--- src/rtl/vga_sync_gen.sv ---
// VGA timing generator: divides sys_clk by two into a pixel enable and produces
// registered counters, syncs, visible-window flag, vblank pulse and frame count.
module vga_sync_gen #(
  parameter int H_VISIBLE = 640,
  parameter int H_FRONT   = 16,
  parameter int H_SYNC    = 96,
  parameter int H_BACK    = 48,
  parameter int V_VISIBLE = 480,
  parameter int V_FRONT   = 10,
  parameter int V_SYNC    = 2,
  parameter int V_BACK    = 33
) (
  input  logic        sys_clk,
  input  logic        reset,
  output logic        pix_clk_out,
  output logic        pix_en,
  output logic [9:0]  hcount,
  output logic [9:0]  vcount,
  output logic        hsync,
  output logic        vsync,
  output logic        bright,
  output logic        vblank_start,
  output logic [15:0] frame_count
);

  localparam int H_TOTAL = H_VISIBLE + H_FRONT + H_SYNC + H_BACK;
  localparam int V_TOTAL = V_VISIBLE + V_FRONT + V_SYNC + V_BACK;

  localparam logic [9:0] H_LAST   = 10'(H_TOTAL - 1);
  localparam logic [9:0] V_LAST   = 10'(V_TOTAL - 1);
  localparam logic [9:0] H_VIS    = 10'(H_VISIBLE);
  localparam logic [9:0] V_VIS    = 10'(V_VISIBLE);
  localparam logic [9:0] HS_START = 10'(H_VISIBLE + H_FRONT);
  localparam logic [9:0] HS_END   = 10'(H_VISIBLE + H_FRONT + H_SYNC);
  localparam logic [9:0] VS_START = 10'(V_VISIBLE + V_FRONT);
  localparam logic [9:0] VS_END   = 10'(V_VISIBLE + V_FRONT + V_SYNC);

  logic       tick;
  logic       h_wrap;
  logic       v_wrap;
  logic [9:0] h_next;
  logic [9:0] v_next;

  assign pix_clk_out = tick;
  assign pix_en      = tick;

  always_comb begin
    h_wrap = (hcount == H_LAST);
    v_wrap = (vcount == V_LAST);
    h_next = h_wrap ? '0 : hcount + 10'd1;
    v_next = vcount;
    if (h_wrap) v_next = v_wrap ? '0 : vcount + 10'd1;
  end

  // Syncs and bright decode the next counter values so they land with the counters.
  always_ff @(posedge sys_clk or posedge reset) begin
    if (reset) begin
      tick         <= 1'b0;
      hcount       <= '0;
      vcount       <= '0;
      hsync        <= 1'b1;
      vsync        <= 1'b1;
      bright       <= 1'b1;
      vblank_start <= 1'b0;
      frame_count  <= '0;
    end else begin
      tick         <= ~tick;
      vblank_start <= 1'b0;
      if (tick) begin
        hcount       <= h_next;
        vcount       <= v_next;
        hsync        <= !((h_next >= HS_START) && (h_next < HS_END));
        vsync        <= !((v_next >= VS_START) && (v_next < VS_END));
        bright       <= (h_next < H_VIS) && (v_next < V_VIS);
        vblank_start <= (h_next == '0) && (v_next == V_VIS);
        if (h_wrap && v_wrap) frame_count <= frame_count + 16'd1;
      end
    end
  end

endmodule

--- config.mk ---
export PLATFORM = sky130hd
export DESIGN_NAME = vga_sync_gen
export DESIGN_NICKNAME = d
export VERILOG_FILES = /design/src/rtl/vga_sync_gen.sv
export SDC_FILE = /design/constraint.sdc
export NUM_CORES = 1
export LEC_CHECK = 0
export ABC_AREA = 1
export BUFFER_PORTS_ARGS = -buffer_cell sky130_fd_sc_hd__buf_2
export CAP_MARGIN = 30
export CELL_PAD_IN_SITES_DETAIL_PLACEMENT = 0
export CELL_PAD_IN_SITES_GLOBAL_PLACEMENT = 1
export CORE_AREA = 2 2 68 95
export DETAILED_ROUTE_END_ITERATION = 6
export DIE_AREA = 0 0 70 97
export GPL_TIMING_DRIVEN = 0
export PLACE_DENSITY_LB_ADDON = 0.1
export SYNTH_ARGS = -nofsm -noshare
export SYNTH_HDL_FRONTEND = slang
export SYNTH_SLANG_ARGS = --single-unit
--- constraint.sdc ---
create_clock -name sys_clk -period 3.95 [get_ports sys_clk]
set_clock_uncertainty 0.05 [all_clocks]
set_input_delay 0.79 -clock sys_clk [delete_from_list [all_inputs] [get_ports sys_clk]]
set_output_delay 0.79 -clock sys_clk [all_outputs]
set_load 0.02 [all_outputs]
# Yosys cells after proc, flatten, opt, wreduce, memory -nomap -nowiden
# Cells that the tools add are included.
# W data, S select, Z words.
# word_totals
ff_bits	41
inputBits	2
output_inout_bits	42
elab_cells	34
# classes
addsub	3
order_cmp	6
n_eq_ne	3
n_mux	4
n_bitwise	1
reduce_logical	9
# ops
cell	count
$mux W10	3
$add A10 B1 Y10 const B	2
$eq A10 B10 Y1 const B	2
$lt A10 B10 Y1 const B	2
$lt A10 B9 Y1 const B	2
$add A16 B1 Y16 const B	1
$eq A10 B9 Y1 const B	1
$ge A10 B10 Y1 const B	1
$ge A10 B9 Y1 const B	1
$logic_not A10 Y1	1
$logic_and A1 B1 Y1	5
$logic_not A1 Y1	2
$reduce_and A2 Y1	1
$mux W1	1
$not A1 Y1	1

# Logic depth before layout (Yosys ltp)
# logic_depth
ltp_word	6
depth_mapped	13
ltp_nobuf	12

# Worst setup path after synthesis
# OpenSTA, ideal clock, no wires.
# synth_path
kind	reg-to-reg
startpoint	register hcount[1]
endpoint	register frame_count[6]
setup_time_ps	117
arrival_time_ps	1774
required_time_ps	3783
path_slack_ps	2008
path_stages_with_launch	11
path_buffers	0
period_less_slack_ps	1942
cell_sequence	dfrtp_1 -> ha_1 -> nand2_1 -> nor2_4 -> nand3_4 -> nor3_4 -> nand2_1 -> nor3_2 -> nand2_1 -> nand2_1 -> nand2_1
# synth_via
elab_chain_len	3
# synth_rtl
element	line	text
start: declaration	17	output logic [9:0] hcount,
start signal: assignment	70	hcount <= h_next;
$eq A10 B10 Y1	48	h_wrap = (hcount == H_LAST);
$logic_and A1 B1 Y1	76	if (h_wrap && v_wrap) frame_count <= frame_count + 16'd1;
$reduce_and A2 Y1 (no line)	-	
end signal: assignment	76	
end: declaration	23	output logic [15:0] frame_count
# No other way between the ends.
# A chain may end at the register's enable or synchronous reset.

# Worst setup path in the final report
# layout_path
startpoint	register vcount[0]
endpoint	register frame_count[13]
# layout_via
elab_chain_len	3
# layout_rtl
element	line	text
start: declaration	18	output logic [9:0] vcount,
start signal: assignment	71	vcount <= v_next;
$eq A10 B10 Y1	49	v_wrap = (vcount == V_LAST);
$logic_and A1 B1 Y1	76	
$reduce_and A2 Y1 (no line)	-	
# No other way between the ends.

==> summary.txt <==
Flow run
  – Max-Cap Viols: 0

GRT
  – Met3 usage: under 10%
  – Met1 usage: approximately a quarter
  – Initial antenna violation count: 0
  – Largest net degree at the start of global routing: 37
  – Most Used Layer, Global Route: met2
  – GRT Resource Usage Total: approximately 19%
  – Global-route wire length before repair: roughly 11,000 µm
  – Grt ovf: 0
  – GR Layer Usage met2: about a third
  – Vias in the first global route: between 2,000 and 2,500

Synthesis
  – Syn avg cell area: between 7 and 8 µm²
  – Post-synth ARST share: 100%
  – Yosys cell types: 30
  – Post-synthesis sequential area ratio: between 40% and 50%
  – Post-synth EDFFs: 0
  – Top-area cell type share of the netlist area: roughly two fifths
  – Post-Synthesis Cells: 342
  – Top FF cell, synth: dfrtp_1
  – Mapped Area: approximately 2500 µm²
  – Syn. warnings: 0
  – Ranking of synthesized cells by area: dfrtp_1, nand2_1, inv_1
  – Yosys reg bits: between 40 and 50
  – Synth area leader: dfrtp_1
  – Syn nets: ~350

Clock network
  – Clock sinks: around 40
  – Num CTS Buffers: 5
  – CTS Buffer Depth: 2
  – CTS tree: built
  – Clk root buf: clkbuf_8
  – CTS H-tree lvls: 2
  – Post-CTS setup buffer count: 0
  – # hold bufs at CTS: 0
  – Clk Latency, worst-skew pair: around 300 ps
  – Cts repair resizes: 0
  – Reg clk slew, reported paths: about 90 ps

STA
  – Minimum clock period: about 2200 ps
  – Final cycle utilization of the critical path: around 55%
  – Actual slew at the worst max-slew pin: about 520 ps
  – Max Fclk: between 0.4 and 0.5 GHz
  – Max-slew violations: 0
  – Slew headroom: roughly 65%
  – Final hold violations: 0
  – Post-route setup TNS: 0 ps
  – Setup violations, final: 0
  – PnR worst setup slack: 1770 ps
  – RSZ-0062 raised after global routing: no

Floorplan
  – Total core area: between 5000 and 6000 µm²
  – Die height: 97 µm
  – DIE AREA: 6790 µm²
  – FP Rows: 33
  – Die X: approximately 70 µm
  – Starting density of the core: 42.2%
  – # IOs: 44

Routing
  – Final WL: a little over 6000 µm
  – DR iter-0 viols: 104
  – DRC: 0
  – Vias: 2,289
  – Post-route antenna net violation count: 0
  – DRT Pass-1 Iters: 4
  – Via density: 4.94
  – Post-DR wirelength/cell: 13.3 µm

Power
  – Total Power: ~0.77 mW
  – Leak pwr: about 1.5 nW
  – PD cells: 265 nW/µm²
  – VDD IR max: about 0.16 mV

Finish
  – Core Util, Final: between 40% and 50%
  – Area grow syn2layout: 17.2%
  – Most frequent cells in the layout: nand2_1, inv_1, nor2_1, buf_2, dfrtp_1
  – Final #Nets: 400
  – Commonest non-fill, non-tap cell in the layout: nand2_1
  – Share of cells above drive strength 1: between 10% and 20%
  – Post-route design area: 2900 µm²
  – Antenna cells: 0

Critical path
  – Crit path DAT: between 2000 and 2500 ps
  – Startpoint Class: flop
  – Critical path fanouts, max: 7
  – CP Data Required Time: 4090 ps
  – Critical path class: reg2reg
  – CP Capture Type: flop

Placement
  – Dpl ws: roughly 1800 ps
  – Hpwl dp: between 4000 and 5000 µm
  – Port buffer count: 43
  – Placer Congestion: 0.843
  – Placed cell areas: 2800 µm²

Hold path
  – Hold Path Class: in2async

Outcome
  – Status: finished clean
per-stage QoR:
stage,instances,hold WS (ps)
after global routing,463,332
after global placement,455,416
after detailed placement,456,414
final,463,317
after floorplan,342,466
after CTS,463,324
final timing paths:
path / start / end / slack (ps) / cells after the start
max reg2reg: vcount[0]$_DFFE_PP0P_ / frame_count[13]$_DFFE_PP0P_ / 1770 / 10
min reg2reg: frame_count[15]$_DFFE_PP0P_ / frame_count[15]$_DFFE_PP0P_ / 420 / 1
min: reset / vcount[3]$_DFFE_PP0P_ / 320 / 2
min in group sys_clk: frame_count[15]$_DFFE_PP0P_ / frame_count[15]$_DFFE_PP0P_ / 420 / 1
max: vcount[0]$_DFFE_PP0P_ / frame_count[13]$_DFFE_PP0P_ / 1770 / 10
max in group asynchronous: reset / bright$_DFFE_PP1P_ / 3030 / 3
per-layer routing:
| metal | routed length, µm | up-vias |
|---|---|---|
| met3 | 199 | 4 |
| met5 | 0 | - |
| met4 | 53 | 0 |
| li1 | - | 1179 |
| met1 | 2740 | 1066 |
| met2 | 3160 | 40 |
state kept, by name, indices dropped and copies added (netlist names):
register / count
bright: 1
hcount: 10
hsync: 1
pix_clk_out: 1
vblank_start: 1
frame_count: 16
vcount: 10
vsync: 1
power breakdown:
group | switching [mW] | internal, mW | leakage (nW)
logic | 0.00867 | 0.00249 | 0.917
clock network | 0.154 | 0.184 | 0.0540
registers | 0 | 0.419 | 0.548
total | 0.162 | 0.606 | 1.52
cell families after synthesis:
group | synth area share [%]
AND/OR/NAND/NOR | 35.0
buffers and inverters | 8.95
flip-flops | 41.6
AO/OA/AOI/OAI | 7.33
XOR/XNOR | 4.60
adder cells (fa/ha/maj) | 2.53
cells in the mapped netlist (4+ instances only):
| library cell | count |
|---|---|
| clkbuf_1 | 4 |
| xnor2_1 | 6 |
| xor2_1 | 7 |
| ha_1 | 5 |
| nand4_1 | 6 |
| nor2_1 | 43 |
| inv_1 | 45 |
| nor3_1 | 7 |
| dfrtp_1 | 38 |
| o21ai_0 | 23 |
| nand3_1 | 25 |
| nand2_1 | 105 |
cell type report:
type	instances	area [µm²]
multi-input cells	247	1220
flip-flops and latches	41	1030
clock inverters	2	35.0
inverters	45	169
fillers	621	2960
repair buffers	44	235
clock buffers	5	68.8
well taps	70	87.6
plain buffers	9	52.6
critical path, cell delays in order (launching register included):
cell     delay (ps)
dfrtp_1         470
inv_1           170
ha_1            160
inv_1            40
nor2_1          120
nand4_2         230
nor3_4          250
nand3_1         130
inv_1           170
nand3_1         130
xnor2_1         140
Note: power is estimated with default switching activity, not from simulation.
